===== src/rtl/wb_pkg.sv =====
// Write-back stage shared definitions: default widths and FSM state encoding.
package wb_pkg;

    localparam int XLEN_D   = 64;
    localparam int RIDX_W_D = 5;
    localparam int NCH_D    = 2;
    localparam int CNT_W_D  = 32;

    typedef enum logic [2:0] {
        S_IDLE = 3'd0,
        S_REQ  = 3'd1,
        S_SCAN = 3'd2,
        S_WAIT = 3'd3,
        S_DONE = 3'd4
    } wb_state_t;

endpackage


===== src/rtl/wb_pick.sv =====
// Lowest-set-bit priority encoder: selects the lowest pending channel.
module wb_pick #(
    parameter int N     = 2,
    parameter int SEL_W = (N > 1) ? $clog2(N) : 1
) (
    input  logic [N-1:0]     i_req,
    output logic [SEL_W-1:0] o_sel,
    output logic             o_any
);

    // Scan upward; the first set bit found wins.
    always_comb begin
        o_sel = '0;
        o_any = 1'b0;
        for (int unsigned i = 0; i < N; i++) begin
            if (i_req[i] && !o_any) begin
                o_sel = SEL_W'(i);
                o_any = 1'b1;
            end
        end
    end

endmodule


===== src/rtl/wb_stage.sv =====
// Write-back stage: pulls one entry from the result buffer, retires each
// pending channel to the register file in channel order, then toggles sig_e.
module wb_stage
    import wb_pkg::*;
#(
    parameter int XLEN   = XLEN_D,
    parameter int RIDX_W = RIDX_W_D,
    parameter int NCH    = NCH_D,
    parameter int CNT_W  = CNT_W_D
) (
    input  logic                  clk,
    input  logic                  rst,
    input  logic                  buf_avail,
    output logic                  buf_re,
    input  logic                  buf_rack,
    input  logic [NCH-1:0]        wb_e,
    input  logic [NCH*RIDX_W-1:0] idx_in,
    input  logic [NCH*XLEN-1:0]   din,
    output logic                  reg_we,
    output logic [RIDX_W-1:0]     reg_idx,
    output logic [XLEN-1:0]       reg_dout,
    input  logic                  reg_wack,
    output logic                  sig_e,
    output logic                  fwd_valid,
    output logic [RIDX_W-1:0]     fwd_idx,
    output logic [XLEN-1:0]       fwd_data,
    output logic                  busy,
    output logic [CNT_W-1:0]      wb_count
);

    localparam int SEL_W = (NCH > 1) ? $clog2(NCH) : 1;

    wb_state_t                    r_state;
    logic                         r_buf_re;
    logic                         r_reg_we;
    logic [RIDX_W-1:0]            r_reg_idx;
    logic [XLEN-1:0]              r_reg_dout;
    logic                         r_sig_e;
    logic [CNT_W-1:0]             r_count;
    logic [NCH-1:0]               r_pend;
    logic [NCH-1:0][RIDX_W-1:0]   r_idx;
    logic [NCH-1:0][XLEN-1:0]     r_data;
    logic [SEL_W-1:0]             r_cur;

    logic [NCH-1:0][RIDX_W-1:0]   w_idx;
    logic [NCH-1:0]               w_pend_new;
    logic [SEL_W-1:0]             w_sel;
    logic                         w_any;

    assign w_idx = idx_in;

    // Pending mask at latch: drop index-0 writes and any channel overwritten by a higher one.
    always_comb begin
        w_pend_new = '0;
        for (int unsigned i = 0; i < NCH; i++) begin
            w_pend_new[i] = wb_e[i] && (w_idx[i] != '0);
        end
        for (int unsigned i = 0; i < NCH; i++) begin
            for (int unsigned j = i + 1; j < NCH; j++) begin
                if (wb_e[j] && (w_idx[j] != '0) && (w_idx[j] == w_idx[i])) begin
                    w_pend_new[i] = 1'b0;
                end
            end
        end
    end

    wb_pick #(.N(NCH), .SEL_W(SEL_W)) u_pick (
        .i_req (r_pend),
        .o_sel (w_sel),
        .o_any (w_any)
    );

    // Control FSM with registered handshake and write outputs.
    always_ff @(posedge clk or posedge rst) begin
        if (rst) begin
            r_state    <= S_IDLE;
            r_buf_re   <= 1'b0;
            r_reg_we   <= 1'b0;
            r_reg_idx  <= '0;
            r_reg_dout <= '0;
            r_sig_e    <= 1'b1;
            r_count    <= '0;
            r_pend     <= '0;
            r_idx      <= '0;
            r_data     <= '0;
            r_cur      <= '0;
        end else begin
            unique case (r_state)
                S_IDLE: begin
                    if (buf_avail) begin
                        r_buf_re <= 1'b1;
                        r_state  <= S_REQ;
                    end
                end
                S_REQ: begin
                    if (buf_rack) begin
                        r_idx    <= idx_in;
                        r_data   <= din;
                        r_pend   <= w_pend_new;
                        r_buf_re <= 1'b0;
                        r_state  <= S_SCAN;
                    end
                end
                S_SCAN: begin
                    if (!w_any) begin
                        r_state <= S_DONE;
                    end else begin
                        r_reg_idx  <= r_idx[w_sel];
                        r_reg_dout <= r_data[w_sel];
                        r_reg_we   <= 1'b1;
                        r_cur      <= w_sel;
                        r_state    <= S_WAIT;
                    end
                end
                S_WAIT: begin
                    if (reg_wack) begin
                        r_reg_we      <= 1'b0;
                        r_pend[r_cur] <= 1'b0;
                        r_count       <= r_count + CNT_W'(1);
                        r_state       <= S_SCAN;
                    end
                end
                S_DONE: begin
                    r_sig_e <= ~r_sig_e;
                    r_state <= S_IDLE;
                end
                default: r_state <= S_IDLE;
            endcase
        end
    end

    assign buf_re    = r_buf_re;
    assign reg_we    = r_reg_we;
    assign reg_idx   = r_reg_idx;
    assign reg_dout  = r_reg_dout;
    assign sig_e     = r_sig_e;
    assign wb_count  = r_count;
    assign fwd_valid = (r_state == S_WAIT);
    assign fwd_idx   = r_reg_idx;
    assign fwd_data  = r_reg_dout;
    assign busy      = (r_state != S_IDLE);

endmodule


===== config.mk =====
export PLATFORM = sky130hd
export DESIGN_NAME = wb_stage
export DESIGN_NICKNAME = d
export VERILOG_FILES = /design/src/rtl/wb_pkg.sv /design/src/rtl/wb_pick.sv /design/src/rtl/wb_stage.sv
export SDC_FILE = /design/constraint.sdc
export NUM_CORES = 1
export LEC_CHECK = 0
export ABC_AREA = 1
export BUFFER_PORTS_ARGS = -buffer_cell sky130_fd_sc_hd__buf_2
export CAP_MARGIN = 20
export CORE_MARGIN = 2
export CORE_UTILIZATION = 57
export CTS_CLUSTER_DIAMETER = 30
export DETAILED_ROUTE_END_ITERATION = 10
export PLACE_DENSITY = 0.86
export SLEW_MARGIN = 10
export SYNTH_ARGS = -nofsm -noshare
export SYNTH_HDL_FRONTEND = slang
export SYNTH_SLANG_ARGS = --single-unit

===== constraint.sdc =====
create_clock -name clk -period 25.3 [get_ports clk]
set_clock_uncertainty 0.1 [all_clocks]
set_input_delay 3.795 -clock clk [delete_from_list [all_inputs] [get_ports clk]]
set_output_delay 3.795 -clock clk [all_outputs]
set_load 0.005 [all_outputs]

==> results.py <==
metrics = {
    "timing": {
        "hold_viol": 0,
        "min_period_ps": 5440,
        "layout_setup_ws_ps": 19860,
        "fin_tns_setup_ps": 0,
        "fmax_mhz": 184,
        "slew_headroom_pct": 27.3,
        "slew_violations": 0,
        "rsz0062_at_grt": "false",
        "setup_viol": 0,
        "period_share_pct": 21.5,
        "worst_pin_slew_ps": 1090,
    },
    "synthesis": {
        "synth_area_sq_um": 11500,
        "ys_seq_area_share_pct": 54.0,
        "yosys-top-cells-area": "dfrtp_1, mux2_4, nand2_1",
        "syn-num-nets": 1230,
        "ys_types": 32,
        "synth.top_cell.area_share_pct": 53.8,
        "yosys.area.top_type": "dfrtp_1",
        "yosysWarnings": 0,
        "avgSynthCellArea_sq_um": 10.6,
        "ys_seq_elements": 248,
        "syn_inst": 1084,
    },
    "drt": {
        "drc": 0,
        "wl_met2_um": 14300,
        "avgRoutedWirePerCell_um": 16.8,
        "vias": 8614,
        "wl_met3_um": 1830,
        "drtIter0Drc": 453,
        "drt-vias-per-instance": 5.22,
        "routed.top_layer": "met4",
        "routed_wl_um": 27800,
        "drtAntennaViolNets": 0,
        "wirelength_met1_um": 10900,
        "dr.pass1.iters": 5,
    },
    "power": {
        "ir_drop_v": 0.0000866,
        "cellPowerDensity_nw_per_um2": 135,
        "power.leakage_nw": 7.58,
    },
    "global_routing": {
        "grt_pass1_vias": 9057,
        "grt-ovfl-total": 0,
        "antenna_found_initial": 4,
        "grt_pass1_wl_um": 44900,
        "grt_start_max_net_pins": 88,
        "grt_usage_pct": 25.8,
    },
    "hold_path": {
        "hp-class": "reg2reg",
    },
    "clocking": {
        "clk_latency_ps": 510,
        "post_cts_resized": 0,
        "clk_pin_slew_ps": 50,
        "htreeDepth": 2,
        "cts_setup_buffers": 0,
        "cts_buffers": 48,
        "cts_tree": "built",
        "holdBufCountCts": 0,
        "root_buffer": "clkbuf_16",
        "clockBufferDepth": 3,
        "cts_sinks": 248,
    },
    "finish": {
        "num-fill-cells": 1344,
        "area_growth_pct": 26.0,
        "drive_gt1_share_pct": 40.6,
        "fin_nets": 1491,
    },
    "floorplanning": {
        "die_h_um": 146,
        "initial_core_util_pct": 58.5,
        "fp.dieArea_sq_um": 21300,
        "rows": 51,
        "num_io_pins": 320,
        "core-area_sq_um": 19700,
        "die_w_um": 146,
    },
    "place": {
        "portBuffers": 319,
        "place_ws_ps": 19480,
        "post-dp-hpwl_um": 17900,
        "place_congestion": 0.795,
    },
    "worst_setup_path": {
        "crit_arrival_ps": 1540,
        "crit_path_end_kind": "output port",
        "crit_required_ps": 21400,
        "crit_type": "reg2out",
        "startpoint_type": "flip-flop",
        "cp_max_fo": 4,
    },
    "run": {
        "maxCapViolCount": 0,
    },
    "run_status": {
        "status": "complete, no violations",
    },
}
sequential cells by signal (all words and copies together), names as in the netlist:
register and flops:
fwd_data 64, buf_re 1, r_data 128, r_idx 10, r_cur 1, sig_e 1, r_state 3, fwd_idx 5
wb_count 32, r_pend 2, reg_we 1
through the flow:
step                      total power, mW  util [%]  hold WS (ps)  cell area [sq um]  cells
after floorplan                      1.14         -           348              11500   1084
after global placement               1.24      64.4           363              12700   1557
after detailed placement             1.28      64.5           372              12700   1558
after CTS                            1.97      73.4           385              14400   1645
after global routing                 2.06      73.7           399              14500   1650
final                                1.95      73.7           379              14500   1651
metal layers:
layer	vias up	track usage [%]
met5	-	0
met2	313	45.0
met3	60	5.45
met1	4222	31.7
met4	0	9.37
li1	4019	-
power by group:
part | total, mW | switching [mW] | internal [mW]
clock | 0.672 | 0.208 | 0.464
sequential | 0.693 | 0.120 | 0.573
combinational | 0.589 | 0.288 | 0.301
total | 1.95 | 0.616 | 1.34
critical path: stages (launching register included):
cell     delay, ps
dfrtp_1        400
inv_2           80
nor2_4         170
nand2_1        150
inv_1          100
buf_2          130
worst paths after layout:
kind / cells after the start / to / startpoint / slack (ps)
max: 5 / fwd_valid / r_state[0] / 19860
min: 2 / r_idx[4] / r_idx[4] / 380
max reg2reg: 7 / fwd_data[28] / r_state[2] / 22620
min reg2reg: 2 / r_idx[4] / r_idx[4] / 380
max in group asynchronous: 4 / sig_e / rst / 20720
min in group asynchronous: 2 / fwd_data[40] / rst / 3270
layout make-up:
cell class / count / area, sq um / share of cell area, %
Antenna cell: 4 / 10.0 / 0.0691
Clock buffer: 58 / 1320 / 9.12
Clock inverter: 29 / 415 / 2.87
Inverter: 60 / 235 / 1.62
Multi-Input combinational cell: 659 / 4250 / 29.3
Sequential cell: 248 / 6210 / 42.9
Tap cell: 265 / 332 / 2.29
Timing Repair Buffer: 328 / 1720 / 11.9
synthesized netlist by cell type:
library cell  instances
a21oi_1              14
a21oi_2               1
a31oi_1               1
buf_2                26
buf_4                72
buf_6                12
clkbuf_1              7
dfrtp_1             247
dfstp_2               1
ha_1                  1
inv_1                56
inv_2                 4
mux2_2               49
mux2_4               70
nand2_1             195
nand3_1              14
nand3_2               1
nand3b_1              2
nand4_1               6
nand4_4               1
nor2_1              169
nor2_2                1
nor2_4                3
nor3_1                7
o211ai_1              1
o21ai_0              37
o21ai_1               4
o21bai_1              1
o31ai_1              41
o31ai_2              15
xnor2_1               9
xor2_1               16
cell usage in the layout (no fill, tap or decap), drive strengths merged:
| master | instances |
|---|---|
| a21oi | 15 |
| nand3 | 15 |
| a31oi | 1 |
| xor2 | 16 |
| nand3b | 2 |
| inv | 66 |
| clkbuf | 58 |
| dfstp | 1 |
| ha | 1 |
| mux2 | 119 |
| buf | 328 |
| nor3 | 7 |
| nand4 | 7 |
| nand2 | 195 |
| o21ai | 41 |
| o31ai | 56 |
| clkinvlp | 4 |
| nor2 | 173 |
| dfrtp | 247 |
| xnor2 | 9 |
| o21bai | 1 |
| diode | 4 |
| clkinv | 10 |
| bufinv | 9 |
| o211ai | 1 |
cell families after synthesis:
| kind of cell | after synthesis | share of synthesized area, % |
|---|---|---|
| buf+inv | 177 | 9.20 |
| flops | 248 | 54.0 |
| compound gates | 115 | 6.97 |
| xor+xnor | 25 | 1.90 |
| mux | 119 | 13.9 |
| fa+ha+maj | 1 | 0.109 |
| simple gates | 399 | 13.9 |
Note: power is estimated with default switching activity, not from simulation.
